`src/rtl/defines.v`:
```
// rtl/defines.v - shared mux/demux framing defaults and SPI register addresses
`ifndef ADDR_PLP_FIRST
`define ADDR_PLP_FIRST 8'h20
`endif
`ifndef ADDR_PLP_LAST
`define ADDR_PLP_LAST 8'h23
`endif
`ifndef PKT_LEN_DEFAULT
`define PKT_LEN_DEFAULT 188
`endif
`ifndef HDR_LEN_DEFAULT
`define HDR_LEN_DEFAULT 4
`endif
`ifndef SYNC_BYTE_DEFAULT
`define SYNC_BYTE_DEFAULT 8'h47
`endif

```
`src/rtl/source_demux_pkg.sv`:
```
// rtl/source_demux_pkg.sv - source_demux states, framing constants and PLP lookup
// Guarded defaults mirror defines.v so the package also builds when that file is not compiled first.
`ifndef ADDR_PLP_FIRST
`define ADDR_PLP_FIRST 8'h20
`endif
`ifndef ADDR_PLP_LAST
`define ADDR_PLP_LAST 8'h23
`endif
`ifndef PKT_LEN_DEFAULT
`define PKT_LEN_DEFAULT 188
`endif
`ifndef HDR_LEN_DEFAULT
`define HDR_LEN_DEFAULT 4
`endif
`ifndef SYNC_BYTE_DEFAULT
`define SYNC_BYTE_DEFAULT 8'h47
`endif

package source_demux_pkg;
  typedef enum logic [1:0] {
    ST_HEADER  = 2'd0,
    ST_PAYLOAD = 2'd1,
    ST_DROP    = 2'd2
  } state_t;

  localparam logic [7:0] ADDR_PLP_FIRST = `ADDR_PLP_FIRST;
  localparam logic [7:0] ADDR_PLP_LAST  = `ADDR_PLP_LAST;
  localparam int         PKT_LEN_DEF    = `PKT_LEN_DEFAULT;
  localparam int         HDR_LEN_DEF    = `HDR_LEN_DEFAULT;
  localparam logic [7:0] SYNC_BYTE_DEF  = `SYNC_BYTE_DEFAULT;

  // Returns {hit, index}; the lowest matching table entry wins.
  function automatic logic [2:0] plp_lookup(input logic [7:0] id, input logic [3:0][7:0] tbl);
    logic [2:0] res;
    res = 3'b000;
    for (int i = 3; i >= 0; i--) begin
      if (tbl[i] == id) res = {1'b1, 2'(i)};
    end
    return res;
  endfunction
endpackage

```
`src/rtl/sat_counter.sv`:
```
// rtl/sat_counter.sv - saturating event counter
module sat_counter #(
  parameter int WIDTH = 16
) (
  input  logic             SYS_CLK,
  input  logic             RST,
  input  logic             inc,
  output logic [WIDTH-1:0] count
);
  logic [WIDTH-1:0] count_q, count_d;

  always_comb begin
    count_d = count_q;
    if (inc && (count_q != '1)) count_d = count_q + 1'b1;
  end

  always_ff @(posedge SYS_CLK or negedge RST) begin
    if (!RST) count_q <= '0;
    else      count_q <= count_d;
  end

  assign count = count_q;
endmodule

```
`src/rtl/source_demux.sv`:
```
// rtl/source_demux.sv - header+TS packet demultiplexer routing packets to 4 FIFO write ports
// Optional strict header checking of bytes 1..3: HEADER_STRICT_EN.
module source_demux
  import source_demux_pkg::*;
#(
  parameter int         PKT_LEN   = PKT_LEN_DEF,
  parameter int         HDR_LEN   = HDR_LEN_DEF,
  parameter logic [7:0] SYNC_BYTE = SYNC_BYTE_DEF,
  parameter int         CNT_W     = 16
) (
  input  logic             SYS_CLK,
  input  logic             RST,
  input  logic [7:0]       DATA_IN,
  input  logic             D_VALID_IN,
  input  logic             P_SYNC_IN,
  input  logic [3:0]       SPACE_OK,
  input  logic [7:0]       SPI_ADDRESS,
  input  logic [7:0]       SPI_DATA,
  input  logic             RISING_SS,
  output logic [7:0]       DATA_OUT,
  output logic [3:0]       WR_REQ,
  output logic [3:0]       PKT_DONE,
  output logic [3:0]       PKT_ABORT,
  output logic [CNT_W-1:0] ERR_HDR_CNT,
  output logic [CNT_W-1:0] ERR_SYNC_CNT,
  output logic [CNT_W-1:0] ERR_OVF_CNT
);
  localparam logic [7:0] PKT_LAST = 8'(PKT_LEN - 1);
  localparam logic [7:0] HDR_LAST = 8'(HDR_LEN - 1);

  state_t          state_q, state_d;
  logic [7:0]      cnt_q, cnt_d;
  logic [1:0]      ch_q, ch_d;
  logic            miss_q, miss_d;
  logic [3:0][7:0] tbl_q, tbl_d;
  logic [7:0]      data_out_q, data_out_d;
  logic [3:0]      wr_req_q, wr_req_d;
  logic [3:0]      done_q, done_d;
  logic [3:0]      abort_q, abort_d;
  logic            hdr_inc, sync_inc, ovf_inc;
  logic [2:0]      lookup;
  logic            hdr_bad;
`ifdef HEADER_STRICT_EN
  logic            strict_err_q, strict_err_d;
`endif

  always_comb begin
    state_d    = state_q;
    cnt_d      = cnt_q;
    ch_d       = ch_q;
    miss_d     = miss_q;
    tbl_d      = tbl_q;
    data_out_d = data_out_q;
    wr_req_d   = '0;
    done_d     = '0;
    abort_d    = '0;
    hdr_inc    = 1'b0;
    sync_inc   = 1'b0;
    ovf_inc    = 1'b0;
    hdr_bad    = 1'b0;
    lookup     = plp_lookup(DATA_IN, tbl_q);
`ifdef HEADER_STRICT_EN
    strict_err_d = strict_err_q;
`endif

    // The header compare below reads tbl_q, so a same-cycle write only lands afterwards.
    if (RISING_SS && (SPI_ADDRESS >= ADDR_PLP_FIRST) && (SPI_ADDRESS <= ADDR_PLP_LAST))
      tbl_d[2'(SPI_ADDRESS - ADDR_PLP_FIRST)] = SPI_DATA;

    if (D_VALID_IN) begin
      case (state_q)
        ST_HEADER: begin
          if (P_SYNC_IN) begin
            sync_inc = 1'b1;
            cnt_d    = '0;
          end else begin
            cnt_d = cnt_q + 8'd1;
            if (cnt_q == 8'd0) begin
              ch_d   = lookup[2] ? lookup[1:0] : 2'd0;
              miss_d = !lookup[2];
`ifdef HEADER_STRICT_EN
              strict_err_d = 1'b0;
            end else if (cnt_q == 8'd1) begin
              if (DATA_IN != ({6'd0, ch_q} + 8'd2)) strict_err_d = 1'b1;
            end else begin
              if (DATA_IN != 8'h00) strict_err_d = 1'b1;
`endif
            end
            if (cnt_q == HDR_LAST) begin
              cnt_d   = '0;
              hdr_bad = miss_d;
`ifdef HEADER_STRICT_EN
              hdr_bad = miss_d || strict_err_d;
`endif
              if (hdr_bad) begin
                hdr_inc = 1'b1;
                state_d = ST_DROP;
              end else if (!SPACE_OK[ch_d]) begin
                ovf_inc = 1'b1;
                state_d = ST_DROP;
              end else begin
                state_d = ST_PAYLOAD;
              end
            end
          end
        end
        ST_PAYLOAD: begin
          if (cnt_q == 8'd0 && !(P_SYNC_IN && DATA_IN == SYNC_BYTE)) begin
            sync_inc = 1'b1;
            state_d  = ST_HEADER;
          end else if (cnt_q != 8'd0 && P_SYNC_IN) begin
            sync_inc = 1'b1;
            abort_d  = 4'b0001 << ch_q;
            cnt_d    = '0;
            state_d  = ST_HEADER;
          end else begin
            data_out_d = DATA_IN;
            wr_req_d   = 4'b0001 << ch_q;
            if (cnt_q == PKT_LAST) begin
              done_d  = 4'b0001 << ch_q;
              cnt_d   = '0;
              state_d = ST_HEADER;
            end else begin
              cnt_d = cnt_q + 8'd1;
            end
          end
        end
        ST_DROP: begin
          if ((cnt_q != 8'd0 && P_SYNC_IN) || cnt_q == PKT_LAST) begin
            cnt_d   = '0;
            state_d = ST_HEADER;
          end else begin
            cnt_d = cnt_q + 8'd1;
          end
        end
        default: begin
          cnt_d   = '0;
          state_d = ST_HEADER;
        end
      endcase
    end
  end

  always_ff @(posedge SYS_CLK or negedge RST) begin
    if (!RST) begin
      state_q    <= ST_HEADER;
      cnt_q      <= '0;
      ch_q       <= '0;
      miss_q     <= 1'b0;
      tbl_q      <= {8'd3, 8'd2, 8'd1, 8'd0};
      data_out_q <= '0;
      wr_req_q   <= '0;
      done_q     <= '0;
      abort_q    <= '0;
    end else begin
      state_q    <= state_d;
      cnt_q      <= cnt_d;
      ch_q       <= ch_d;
      miss_q     <= miss_d;
      tbl_q      <= tbl_d;
      data_out_q <= data_out_d;
      wr_req_q   <= wr_req_d;
      done_q     <= done_d;
      abort_q    <= abort_d;
    end
  end

`ifdef HEADER_STRICT_EN
  always_ff @(posedge SYS_CLK or negedge RST) begin
    if (!RST) strict_err_q <= 1'b0;
    else      strict_err_q <= strict_err_d;
  end
`endif

  sat_counter #(.WIDTH(CNT_W)) u_hdr_cnt (.SYS_CLK(SYS_CLK), .RST(RST), .inc(hdr_inc), .count(ERR_HDR_CNT));
  sat_counter #(.WIDTH(CNT_W)) u_sync_cnt (.SYS_CLK(SYS_CLK), .RST(RST), .inc(sync_inc), .count(ERR_SYNC_CNT));
  sat_counter #(.WIDTH(CNT_W)) u_ovf_cnt (.SYS_CLK(SYS_CLK), .RST(RST), .inc(ovf_inc), .count(ERR_OVF_CNT));

  assign DATA_OUT  = data_out_q;
  assign WR_REQ    = wr_req_q;
  assign PKT_DONE  = done_q;
  assign PKT_ABORT = abort_q;
endmodule

```
`config.mk`:
```
export PLATFORM = sky130hd
export DESIGN_NAME = source_demux
export DESIGN_NICKNAME = d
export VERILOG_FILES = /design/src/rtl/defines.v /design/src/rtl/source_demux_pkg.sv /design/src/rtl/sat_counter.sv /design/src/rtl/source_demux.sv
export SDC_FILE = /design/constraint.sdc
export NUM_CORES = 1
export LEC_CHECK = 0
export CORE_ASPECT_RATIO = 0.75
export CORE_UTILIZATION = 25
export DETAILED_ROUTE_END_ITERATION = 10
export SLEW_MARGIN = 10
export SYNTH_ARGS = -nofsm -noshare
export SYNTH_HDL_FRONTEND = slang
export SYNTH_SLANG_ARGS = --single-unit
```
`constraint.sdc`:
```
create_clock -name SYS_CLK -period 2.77 [get_ports SYS_CLK]
set_clock_uncertainty 0.15 [all_clocks]
set_input_delay 0.277 -clock SYS_CLK [delete_from_list [all_inputs] [get_ports SYS_CLK]]
set_output_delay 0.277 -clock SYS_CLK [all_outputs]
set_load 0.05 [all_outputs]
```
==> reports/results.txt <==
The run finished, with violations left. The checks that failed: setup timing. Summed over all failing endpoints, the final setup total negative slack is -9550 ps.

The type of the setup path with the least slack is flop to flop. The H-tree generated during clock tree synthesis spans 4 levels. Pin placement for this block handled 101 I/O pins. The number of global-route vias before repair was 4100; the sequential share of power was 32.6%. In the synthesized netlist the async set-or-reset flop fraction comes to 100%. Setup repair after global routing could not meet its margin everywhere. The type of destination of the critical path is a flop. For this configuration, the core starts out at a cell density of 25.7%. The maximum buffer depth of the clock tree is 2.

The leading cell type in the layout, fill and taps excluded was sky130_fd_sc_hd__dfrtp_1. The top cell type by area accounts for 49.8% of the synthesized area. Max-cap violations in this run came to 0. The clock latency reported for the late side of the worst-skew pair was 410 ps.

Dividing the detail-routed via count by the number of cells gives 4.38. The startpoint identified for the worst register-to-register timing path is cnt_q[6]. The largest net degree at the start of global routing came out at 47.

The violation count after the first detailed-route iteration is 188, and the final routed wire length divided by cell count is 15.0 um. The tools report the area of the placeable core as 21300 um2. The cell area that synthesis handed to floorplanning was 5480 um2. The required arrival time at the worst endpoint is 2920 ps. In the layout the commonest cells are sky130_fd_sc_hd__dfrtp_1 (109), sky130_fd_sc_hd__clkdlybuf4s50_1 (99), sky130_fd_sc_hd__buf_4 (54). The classification of the worst-slack hold path is primary input to async pin. The number of cells on the worst reg-to-reg path works out to 11.

The synthesized netlist contains 51 unique library cells. In this run the vertical extent of the chip is 130 um. For the final-report hold violation count, the log shows 0. The library cell with the largest summed area after synthesis was sky130_fd_sc_hd__dfrtp_1. In this run the power density over the cells is 707 nW/um2. For this design the static power due to leakage is 0.00380 uW. The synthesized design contains 113 register bits. The tools report the power share of the clock group as 40.2%.

Of all nets on the critical path, the largest fanout is 13. In this run the worst setup path begins at cnt_q[6]. The post-detailed-placement half-perimeter wirelength came out at 10300 um. The slew at the pin closest to its max-slew limit is 541 ps, and the total vias in the final route is 4224. Setup violations remaining at the end of the flow were counted as 49. Global routing used 13.3% of the available tracks across all layers.

For the number of antenna-violating nets in the routed design, the log shows 0. In this run, synthesis inferred 0 flip-flops with an integrated enable. The power dissipated by switching net loads was 1750 uW; the sequential area share after synthesis was 51.7%. The smallest clock period supported by the final layout is computed as 3140 ps. Cells with a size suffix above 1 make up 32.8% of the layout. For this block, the routed nets add up to 14500 um of wire. CTS root buffer: sky130_fd_sc_hd__clkbuf_16. Row generation in the floorplan step produced 46 rows. In the synthesized netlist the dominant register cell turns out to be sky130_fd_sc_hd__dfrtp_1. Cell internal power was estimated by the tool at 4240 uW. The tools report the global-route wire length before repair as 23000 um. Data arrives at the worst endpoint at 3280 ps. The Yosys step of the flow raised 0 warnings. The worst slack at placement came out at -551 ps. Relative to the synthesized area, the layout overhead comes to 54.6%. The logs give 4 for the number of iterations in the first detailed-routing pass and 0 for the DRC violation count after routing. The longest individual stage delay on the worst path is 580 ps. The floorplan step defined a die boundary enclosing 22500 um2.

By area the synthesized netlist is led by sky130_fd_sc_hd__dfrtp_1 (50%), sky130_fd_sc_hd__mux2_2 (8.8%), sky130_fd_sc_hd__xnor2_1 (7.0%). The largest individual stage delay along the critical path comes from the cell sky130_fd_sc_hd__or4_4. Counting every sink on the clock net gives 113.

The post-CTS clock slew at the launch and capture registers of the worst setup and hold paths came out at 60 ps. The repair_antennas step left the layout with diodes totalling 0. The critical path goes through or4_4 > buf_6 > or4b_4 > buf_4 > a2bb2oi_1 > buf_4 > nand4b_2 > buf_12 > buf_4 > nand2_4 > mux2_4. For flop-to-flop paths, the worst setup slack is -370 ps. Each instance of the synthesized netlist takes up on average 11.3 um2. TritonCTS built the clock tree. During placement, the flow inserted port buffers numbering 100. The number of nets handed over by synthesis was 524. The run gives 319 MHz as the maximum clock rate. The capturing instance or port of the critical path was u_ovf_cnt.count[1].

In this run the tightest slew margin relative to its limit is 63.8%. The run gives 0 as the number of slew-limit violations in the final report. In this run the critical register-to-register path is captured at u_ovf_cnt.count[1]. STA classifies the critical path startpoint as a flop. The initial antenna violation count is 1, and the highest ir drop seen on vdd is 378 uV.

Summed over all layers, the global routing overflow is 0. In this run switching power makes up 29.2% of total power. The number of buffers created by CTS is 17.

The die is 173 um wide. At the end of the flow, the number of nets in the layout was 701. The logs give 27.2% for the combinational share of power and -368 ps for the worst-case setup margin in the final layout.

Counting stages on the worst path, the most repeated cell is sky130_fd_sc_hd__buf_4. For the routability-driven placement congestion ratio, the log shows 0.794. In the synthesized netlist, the number of instances is 486.

The post-route fraction of the period consumed by the critical path works out to 113%.
[worst min-delay path by stage]
stage | from | endpoint | slack [ps] | cells after the start
floorplan | RST | DATA_OUT[0] | -170 | 0
global placement | RST | cnt_q[2] | 140 | 1
detailed placement | RST | cnt_q[6] | 140 | 1
CTS | RST | cnt_q[2] | 250 | 2
global route | RST | cnt_q[2] | 280 | 2
finish | RST | cnt_q[2] | 240 | 2
[layer usage]
metal | global-route usage, % | part of all wire (%)
met1 | 19.4 | 51
met2 | 18.6 | 43
met3 | 4.08 | 4.8
met4 | 4.22 | 1.0
met5 | 0 | 0
[flip-flops by register name (all words and copies together), names as in the netlist]
signal and count:
u_sync_cnt.count 16, DATA_OUT 8, state_q 2, PKT_ABORT 4, cnt_q 8, miss_q 1, WR_REQ 4, PKT_DONE 4
tbl_q 32, u_hdr_cnt.count 16, ch_q 2, u_ovf_cnt.count 16
[metrics by stage]
stage | hold WS [ps] | area, um2 | utilization [%] | instances | power [uW]
after global placement | 143 | 7230 | 33.9 | 909 | 3220
after CTS | 250 | 8160 | 38.3 | 950 | 5900
final | 238 | 8470 | 39.8 | 964 | 5990
after detailed placement | 143 | 7230 | 33.9 | 909 | 3230
after floorplan | -169 | 5510 | - | 486 | 2670
after global routing | 284 | 8470 | 39.8 | 964 | 6260
[synthesized netlist by cell type, drive strengths merged (3+ instances only)]
master / count
nor4: 5
buf: 4
nand4: 14
mux2: 43
and3: 12
inv: 12
xor2: 34
nor3: 16
xnor2: 44
and4: 6
nor2: 25
nand2b: 3
a21oi: 8
clkbuf: 13
a211oi: 11
dfstp: 4
a2111oi: 3
and2: 3
o31ai: 5
o21ai: 16
nand2: 43
nor2b: 3
ha: 5
dfrtp: 109
nand3: 25
[worst max-delay path, delay by kind of cell, from the launching register on]
kind | cells | cell delay [ps]
AO/OA/AOI/OAI | 1 | 140
buffers and inverters | 5 | 760
flip-flops | 1 | 370
multiplexers | 1 | 280
AND/OR/NAND/NOR | 4 | 1310
[power groups by stage]
stage,sequential (uW),clock [uW],combinational (uW)
floorplan,2170,0,496
global placement,1960,0,1250
detailed placement,1960,0,1270
CTS,1940,2460,1490
global route,1970,2540,1740
finish,1950,2410,1630
[cells by family (layout without fill, tap and decap cells)]
group           Yosys count  after routing  share of synthesized area (%)
xor+xnor                 78             78                           12.6
simple gates            167            167                           16.6
fa+ha+maj                 5              5                           1.14
flops                   113            113                           51.7
buf+inv                  29            219                           2.19
compound gates           51             51                           6.90
mux                      43             43                           8.84
[repair_timing]
item | 4_1_cts | 5_1_grt
gates resized for setup | 43 | 48
endpoints found under the setup margin | 51 | 62
hold buffers | 1 | 0
pin swaps | 24 | 21
endpoints found under the hold margin | 30 | 0
buffers inserted | 8 | 14
gates cloned | 1 | 0
[cell type report]
| cell class | instances | area, um2 |
|---|---|---|
| Tap cell | 288 | 360 |
| Multi-Input combinational cell | 344 | 2890 |
| Sequential cell | 113 | 2830 |
| Clock buffer | 22 | 464 |
| Timing Repair Buffer | 175 | 1700 |
| Inverter | 12 | 45.0 |
| Clock inverter | 10 | 181 |
| Fill cell | 2070 | 12800 |
No activity file was read; power rests on OpenSTA's default activity.
